$ cat src/rtl/dacrdbk_pkg.sv
// Shared AD5791 serial-link constants and the readback controller state type.
package dacrdbk_pkg;

  localparam int DAC_DATA_NBIT     = 20;
  localparam int DAC_CMD_NBIT      = 3;
  localparam int DAC_FRAME_NBIT    = 24;
  localparam int DAC_SCLK_DIV      = 10;
  localparam int DAC_SCLK_DIV_NBIT = 4;

  localparam logic                    DAC_RW_READ   = 1'b1;
  localparam logic [DAC_CMD_NBIT-1:0] DAC_CMD_RG    = 3'b001;
  localparam logic [DAC_CMD_NBIT-1:0] DAC_CMD_CTRL  = 3'b010;
  localparam logic [DAC_CMD_NBIT-1:0] DAC_CMD_CLR   = 3'b011;

  typedef enum logic [2:0] {
    ST_IDLE = 3'd0,
    ST_CMD  = 3'd1,
    ST_GAP  = 3'd2,
    ST_READ = 3'd3,
    ST_DONE = 3'd4
  } rd_state_e;

endpackage

$ cat src/rtl/dac_sclk_gen.sv
// Free-running bit-period divider: frame tick, late-low sdin sample strobe and gated sclk.
module dac_sclk_gen
  import dacrdbk_pkg::*;
#(
  parameter int SCLK_DIV = DAC_SCLK_DIV
) (
  input  logic i_clk,
  input  logic i_rst,
  input  logic i_clr,
  input  logic i_gate,
  output logic o_tick,
  output logic o_sample,
  output logic o_sclk
);

  localparam int DIV_NBIT = $clog2(SCLK_DIV);
  localparam logic [DIV_NBIT-1:0] C_LAST = DIV_NBIT'(SCLK_DIV - 1);
  localparam logic [DIV_NBIT-1:0] C_SAMP = DIV_NBIT'(SCLK_DIV - 2);
  localparam logic [DIV_NBIT-1:0] C_HALF = DIV_NBIT'(SCLK_DIV / 2);
  localparam logic [DIV_NBIT-1:0] C_ONE  = DIV_NBIT'(1);

  logic [DIV_NBIT-1:0] r_div_cnt;

  // i_clr realigns the phase so the next frame starts on a full period
  always_ff @(posedge i_clk) begin
    if (i_rst) begin
      r_div_cnt <= '0;
    end else if (i_clr || (r_div_cnt == C_LAST)) begin
      r_div_cnt <= '0;
    end else begin
      r_div_cnt <= r_div_cnt + C_ONE;
    end
  end

  assign o_tick   = (r_div_cnt == C_LAST);
  assign o_sample = (r_div_cnt == C_SAMP);
  assign o_sclk   = ~i_gate | (r_div_cnt < C_HALF);

endmodule

$ cat src/rtl/dacrdbk.sv
// AD5791 register readback: read-command frame, gap, then NOP frame while shifting sdin in.
module dacrdbk
  import dacrdbk_pkg::*;
#(
  parameter int DATA_NBIT = DAC_DATA_NBIT,
  parameter int CMD_NBIT  = DAC_CMD_NBIT,
  parameter int SCLK_DIV  = DAC_SCLK_DIV
) (
  input  logic                 i_mclk,
  input  logic                 i_rst,
  input  logic                 i_en,
  input  logic                 i_rd_req,
  input  logic [CMD_NBIT-1:0]  i_rd_addr,
  output logic                 o_rd_busy,
  output logic                 o_rx_dv,
  output logic [CMD_NBIT-1:0]  o_rx_addr,
  output logic [DATA_NBIT-1:0] o_rx_data,
  output logic                 o_rx_err,
  output logic                 o_sclk,
  output logic                 o_sdo,
  input  logic                 i_sdin,
  output logic                 o_sync
);

  localparam int FRAME_NBIT = 1 + CMD_NBIT + DATA_NBIT;
  localparam logic [4:0] C_BIT_LAST = 5'(FRAME_NBIT - 1);
  localparam logic [4:0] C_BIT_ZERO = 5'd0;
  localparam logic [4:0] C_BIT_ONE  = 5'd1;

  rd_state_e             r_state, w_state;
  logic [4:0]            r_bit_cnt, w_bit_cnt;
  logic [FRAME_NBIT-1:0] r_tx, w_tx, r_rx, w_rx, w_frame;
  logic [CMD_NBIT-1:0]   r_addr, w_addr, r_pend_addr, w_pend_addr, w_req_addr;
  logic [CMD_NBIT-1:0]   r_rx_addr, w_rx_addr;
  logic [DATA_NBIT-1:0]  r_rx_data, w_rx_data;
  logic r_pend, w_pend, r_sync, w_sync, r_sdo, w_sdo, r_busy, w_busy;
  logic r_dv, w_dv, r_rx_err, w_rx_err;
  logic w_tick, w_sample, w_clr, w_req;

  dac_sclk_gen #(.SCLK_DIV(SCLK_DIV)) u_sclk_gen (
    .i_clk    (i_mclk),
    .i_rst    (i_rst),
    .i_clr    (w_clr),
    .i_gate   (r_sync),
    .o_tick   (w_tick),
    .o_sample (w_sample),
    .o_sclk   (o_sclk)
  );

  // A request pulse landing mid-period is remembered until the next tick
  assign w_req      = i_en & (i_rd_req | r_pend);
  assign w_req_addr = i_rd_req ? i_rd_addr : r_pend_addr;
  assign w_frame    = {DAC_RW_READ, w_req_addr, {DATA_NBIT{1'b0}}};
  assign w_clr      = (r_state == ST_DONE);

  // Next-state and datapath: frame boundaries only on tick, DONE lasts one mclk
  always_comb begin
    w_state     = r_state;
    w_bit_cnt   = r_bit_cnt;
    w_tx        = r_tx;
    w_addr      = r_addr;
    w_pend      = r_pend;
    w_pend_addr = r_pend_addr;
    w_sync      = r_sync;
    w_sdo       = r_sdo;
    w_busy      = r_busy;
    w_dv        = 1'b0;
    w_rx_data   = r_rx_data;
    w_rx_addr   = r_rx_addr;
    w_rx_err    = r_rx_err;
    if ((r_state == ST_READ) && w_sample) begin
      w_rx = {r_rx[FRAME_NBIT-2:0], i_sdin};
    end else begin
      w_rx = r_rx;
    end

    case (r_state)
      ST_IDLE: begin
        if (!i_en) begin
          w_pend = 1'b0;
        end else if (i_rd_req) begin
          w_pend      = 1'b1;
          w_pend_addr = i_rd_addr;
        end else begin
          w_pend = r_pend;
        end
        if (w_tick && w_req) begin
          w_state   = ST_CMD;
          w_addr    = w_req_addr;
          w_sdo     = w_frame[FRAME_NBIT-1];
          w_tx      = {w_frame[FRAME_NBIT-2:0], 1'b0};
          w_bit_cnt = C_BIT_LAST;
          w_sync    = 1'b1;
          w_busy    = 1'b1;
          w_pend    = 1'b0;
        end else begin
          w_state = ST_IDLE;
        end
      end
      ST_CMD: begin
        if (w_tick && (r_bit_cnt == C_BIT_ZERO)) begin
          w_sync = 1'b0;
          w_sdo  = 1'b0;
          if (i_en) begin
            w_state = ST_GAP;
          end else begin
            w_state = ST_IDLE;
            w_busy  = 1'b0;
          end
        end else if (w_tick) begin
          w_bit_cnt = r_bit_cnt - C_BIT_ONE;
          w_sdo     = r_tx[FRAME_NBIT-1];
          w_tx      = {r_tx[FRAME_NBIT-2:0], 1'b0};
        end else begin
          w_state = ST_CMD;
        end
      end
      ST_GAP: begin
        if (w_tick && i_en) begin
          w_state   = ST_READ;
          w_sync    = 1'b1;
          w_sdo     = 1'b0;
          w_bit_cnt = C_BIT_LAST;
          w_rx      = '0;
        end else if (w_tick) begin
          w_state = ST_IDLE;
          w_busy  = 1'b0;
        end else begin
          w_state = ST_GAP;
        end
      end
      ST_READ: begin
        if (w_tick && (r_bit_cnt == C_BIT_ZERO)) begin
          w_sync = 1'b0;
          if (i_en) begin
            w_state   = ST_DONE;
            w_dv      = 1'b1;
            w_rx_data = r_rx[DATA_NBIT-1:0];
            w_rx_addr = r_rx[DATA_NBIT +: CMD_NBIT];
            w_rx_err  = (r_rx[FRAME_NBIT-1] != DAC_RW_READ) ||
                        (r_rx[DATA_NBIT +: CMD_NBIT] != r_addr);
          end else begin
            w_state = ST_IDLE;
            w_busy  = 1'b0;
          end
        end else if (w_tick) begin
          w_bit_cnt = r_bit_cnt - C_BIT_ONE;
        end else begin
          w_state = ST_READ;
        end
      end
      ST_DONE: begin
        w_state = ST_IDLE;
        w_busy  = 1'b0;
      end
      default: begin
        w_state = ST_IDLE;
        w_sync  = 1'b0;
        w_sdo   = 1'b0;
        w_busy  = 1'b0;
      end
    endcase
  end

  // State and datapath registers; reset drops any partial frame at once
  always_ff @(posedge i_mclk) begin
    if (i_rst) begin
      r_state     <= ST_IDLE;
      r_bit_cnt   <= 5'd0;
      r_tx        <= '0;
      r_rx        <= '0;
      r_addr      <= '0;
      r_pend      <= 1'b0;
      r_pend_addr <= '0;
      r_sync      <= 1'b0;
      r_sdo       <= 1'b0;
      r_busy      <= 1'b0;
      r_dv        <= 1'b0;
      r_rx_data   <= '0;
      r_rx_addr   <= '0;
      r_rx_err    <= 1'b0;
    end else begin
      r_state     <= w_state;
      r_bit_cnt   <= w_bit_cnt;
      r_tx        <= w_tx;
      r_rx        <= w_rx;
      r_addr      <= w_addr;
      r_pend      <= w_pend;
      r_pend_addr <= w_pend_addr;
      r_sync      <= w_sync;
      r_sdo       <= w_sdo;
      r_busy      <= w_busy;
      r_dv        <= w_dv;
      r_rx_data   <= w_rx_data;
      r_rx_addr   <= w_rx_addr;
      r_rx_err    <= w_rx_err;
    end
  end

  assign o_rd_busy = r_busy;
  assign o_rx_dv   = r_dv;
  assign o_rx_addr = r_rx_addr;
  assign o_rx_data = r_rx_data;
  assign o_rx_err  = r_rx_err;
  assign o_sdo     = r_sdo;
  assign o_sync    = r_sync;

endmodule

$ cat config.mk
export PLATFORM = sky130hd
export DESIGN_NAME = dacrdbk
export DESIGN_NICKNAME = d
export VERILOG_FILES = /design/src/rtl/dacrdbk_pkg.sv /design/src/rtl/dac_sclk_gen.sv /design/src/rtl/dacrdbk.sv
export SDC_FILE = /design/constraint.sdc
export NUM_CORES = 1
export LEC_CHECK = 0
export ABC_AREA = 0
export ABC_CLOCK_PERIOD_IN_PS = 4500
export CORE_MARGIN = 2
export CORE_UTILIZATION = 40
export DETAILED_ROUTE_END_ITERATION = 8
export PLACE_DENSITY = 0.67
export SETUP_SLACK_MARGIN = 0.3
export SLEW_MARGIN = 5
export SYNTH_ARGS = -nofsm -noshare
export SYNTH_HDL_FRONTEND = slang
export SYNTH_HIERARCHICAL = 1
export SYNTH_SLANG_ARGS = --single-unit
$ cat constraint.sdc
create_clock -name i_mclk -period 4.5 [get_ports i_mclk]
set_clock_uncertainty 0.15 [all_clocks]
set_input_delay 0.675 -clock i_mclk [delete_from_list [all_inputs] [get_ports i_mclk]]
set_output_delay 0.675 -clock i_mclk [all_outputs]
set_load 0.01 [all_outputs]
==> impl_metrics.ini <==
[outcome]
run_status = completed

[drt]
initialDrtViolationCount = 139
detail_route.wirelength_microns = 6280
drt-pass1-iter-count = 4
via_per_inst = 5.03
post_drt_wl_per_cell_microns = 12.6
drc_violations = 0
route.antenna.remaining_nets = 0
via_count = 2513

[synthesis]
synthesis.nets = 383
synth_fa_ha_area_frac = 0.0207
synth-seq-area-share = 0.489
yosys.cell_types.count = 46
synth.top_cell.area_share = 0.489
synth_compound_gate_area_share = 0.171
synthArstFlopShare = 0
synth_top_family_by_area = simple AND/OR/NAND/NOR gates
synthSimpleGateAreaFrac = 0.233
synth_seq_cells = 74
synthMuxAreaShare = 0.0231
synth.cells.most_frequent = nand2_1, dfxtp_1, a21oi_1, nor2_1, clkbuf_1
ys_dominant_reg_cell = dfxtp_1
yosys.area.top_type = dfxtp_1
synth_edf_count = 0
yosysMostFrequentCell = nand2_1
synth_top_cells_by_area = dfxtp_1, nand2_1, a21oi_1
syn-mean-instance-area_sq_um = 8.19
synthesis.area_sq_um = 3030
synth-warning-count = 6
netlist_instances = 370
synth-xor-area-share = 0.0145

[power_and_ir_drop]
irDropWorstVdd_mv = 0.131
pwr-share-clk = 0.404
power_switching_uw = 299
share_comb_of_total_power = 0.036
total_leakage_power_uw = 0.00120
pwr_density_cell_nw_per_um2 = 327
power.internal_uw = 884
netSwitchingFraction = 0.253
sequentialPowerShare = 0.560

[die]
core_area_sq_um = 7290
chipHeight_microns = 91.0
floorplan.die_area_sq_um = 8280
start_util = 0.415
number_of_placed_i_o_pins = 37
row_count = 31
overall_die_width_microns = 91.0

[clock_tree]
ctsHtreeMaxLevel = 3
clock_latency_ns = 0.35
post_cts.resized_instances = 0
worst_setup_hold_path_clk_slew_ns = 0.08
post-cts-setup-buffer-count = 0
total_clock_sinks = 74
hold_buffers = 0
clockRootBuffer = clkbuf_8
tritoncts_clock_tree = built
cts_max_path_buffers = 2
cts_inserted_buffers = 9

[global_routing]
groute.usage.overall = 0.161
grt_max_degree = 31
first_global_vias = 2434
grt_antenna_before_repair = 0
globalRouteOverflowTotal = 0
grt_pass1_wl_microns = 11000

[timing]
hold_viol = 0
finalCritPeriodShare = 0.585
maxSlewViolCount = 0
maxClockFrequency_mhz = 380
slew_headroom = 0.343
fin_crit_ns = 2.63
timing_worst_slew_pin_value_ns = 0.983
grt_setup_unrepaired = no
setup_viol_count_final = 0
whs_ns = 0.302
setup_tns_ns = 0

[worst_setup_path]
cp_num_buf_inv = 1
timing.critical_path.to_type = flop
critPathSlowestCell = nand4_1
max_stage_delay_ns = 0.77
crit_path_cell_trace = inv_1 -> ha_1 -> and3b_1 -> and2_1 -> nand4_1 -> nand2_1 -> a21oi_1
required_ns = 4.58
critical_path_class = reg -> reg
critPathTopFamily = simple AND/OR/NAND/NOR gates
data_arrival_time_of_the_critical_path_ns = 2.71
timing.critical_path.from_type = flop
critPathMaxFanout = 24

[run]
drv.max_cap_violation_count = 0

[final_layout]
final_design_area_no_fill_sq_um = 3620
final_core_utilization = 0.496
post_route_cells_drive_above_1_share = 0.0648
number_of_antenna_cells_inserted = 0
area_growth_syn_to_layout_pct = 19.5
layout.nets = 409
fill_cells = 766

[placed_design]
gpl.final_weighted_congestion = 0.749
placedInstanceArea_sq_um = 3440
io_buffer_count = 36
hpwl_microns = 4200

[hold_path]
holdCritPathClass = reg -> reg
[kinds of logic (layout without fill, tap and decap cells)]
| group | Yosys count | after routing |
|---|---|---|
| and+or+nand+nor | 157 | 157 |
| AOI/OAI and AO/OA | 88 | 88 |
| DFF | 74 | 74 |
| buffers and inverters | 34 | 65 |
| muxes | 7 | 7 |
| adders and majority gates | 5 | 5 |
| xor gates and xnor gates | 5 | 5 |
[placed cells by master, fill, tap and decap left out, drive strengths merged, types with 3 or more instances in the layout]
master	instances
xnor2	4
nor2	21
a21oi	54
o31ai	3
nor2b	3
nand3	5
mux2i	7
a211oi	7
nand4	3
nand2	101
dfxtp	74
nor3	9
ha	5
inv	15
clkbuf	9
o21ai	9
clkdlybuf4s50	36
[through the flow]
stage	power [uW]	worst slack (ns)	instances
after global placement	719	1.59	484
after global routing	1230	1.53	500
after floorplan	704	2.51	370
after CTS	1200	1.82	500
after detailed placement	721	1.55	484
final	1180	1.87	500
[layout make-up]
class / instances / area, sq um / share of cell area
clock buffer: 9 / 124 / 0.0342
clock inverter: 7 / 58.8 / 0.0163
inverter: 11 / 41.3 / 0.0114
multi-input combinational: 262 / 1410 / 0.391
sequential: 74 / 1480 / 0.409
tap: 99 / 124 / 0.0342
timing repair buffer: 38 / 375 / 0.104
[routing by layer]
metal	vias to the layer above	share of wire	routed length, microns	GRT usage
li1	1298	-	-	-
met2	32	0.48	2990	0.269
met4	0	0.021	132	0.0783
met3	10	0.021	130	0.0282
met5	-	0	0	0
met1	1173	0.48	3020	0.201
[worst register-to-register path, cell delays in order, from the launching register on]
cell and delay, ns:
dfxtp_1 0.33, inv_1 0.10, ha_1 0.16, and3b_1 0.38, and2_1 0.22, nand4_1 0.77
nand2_1 0.31, a21oi_1 0.09
[power groups by stage]
stage / Sequential, uW / Clock (uW) / Combinational (uW)
after floorplan: 677 / 0 / 27.5
after global placement: 678 / 0 / 41.5
after detailed placement: 678 / 0 / 42.9
after CTS: 662 / 494 / 42.9
after global routing: 663 / 523 / 48.0
final: 662 / 478 / 42.4
[registers in the layout (all words and copies together), names as in the netlist]
name and flops:
r_rx 24, o_rx_data 20, r_bit_cnt 5, u_sclk_gen/r_div_cnt 4, o_rx_addr 3, r_addr 3
r_pend_addr 3, r_state 3, r_tx 3, o_rd_busy 1, o_rx_dv 1, o_rx_err 1
o_sdo 1, o_sync 1, r_pend 1
[path summary, 6_finish.rpt]
check                                                   startpoint  slack (ns)                         end  depth (start not counted)
worst min register to register           o_rx_data[6]$_SDFFE_PP0P_        0.30   o_rx_data[6]$_SDFFE_PP0P_                          2
worst max register to register  u_sclk_gen/r_div_cnt[1]$_SDFF_PP0_        1.87  o_rx_data[18]$_SDFFE_PP0P_                          7
worst min-delay path                     o_rx_data[6]$_SDFFE_PP0P_        0.30   o_rx_data[6]$_SDFFE_PP0P_                          2
worst max-delay path            u_sclk_gen/r_div_cnt[1]$_SDFF_PP0_        1.87  o_rx_data[18]$_SDFFE_PP0P_                          7
No activity file was read; power rests on OpenSTA's default activity.
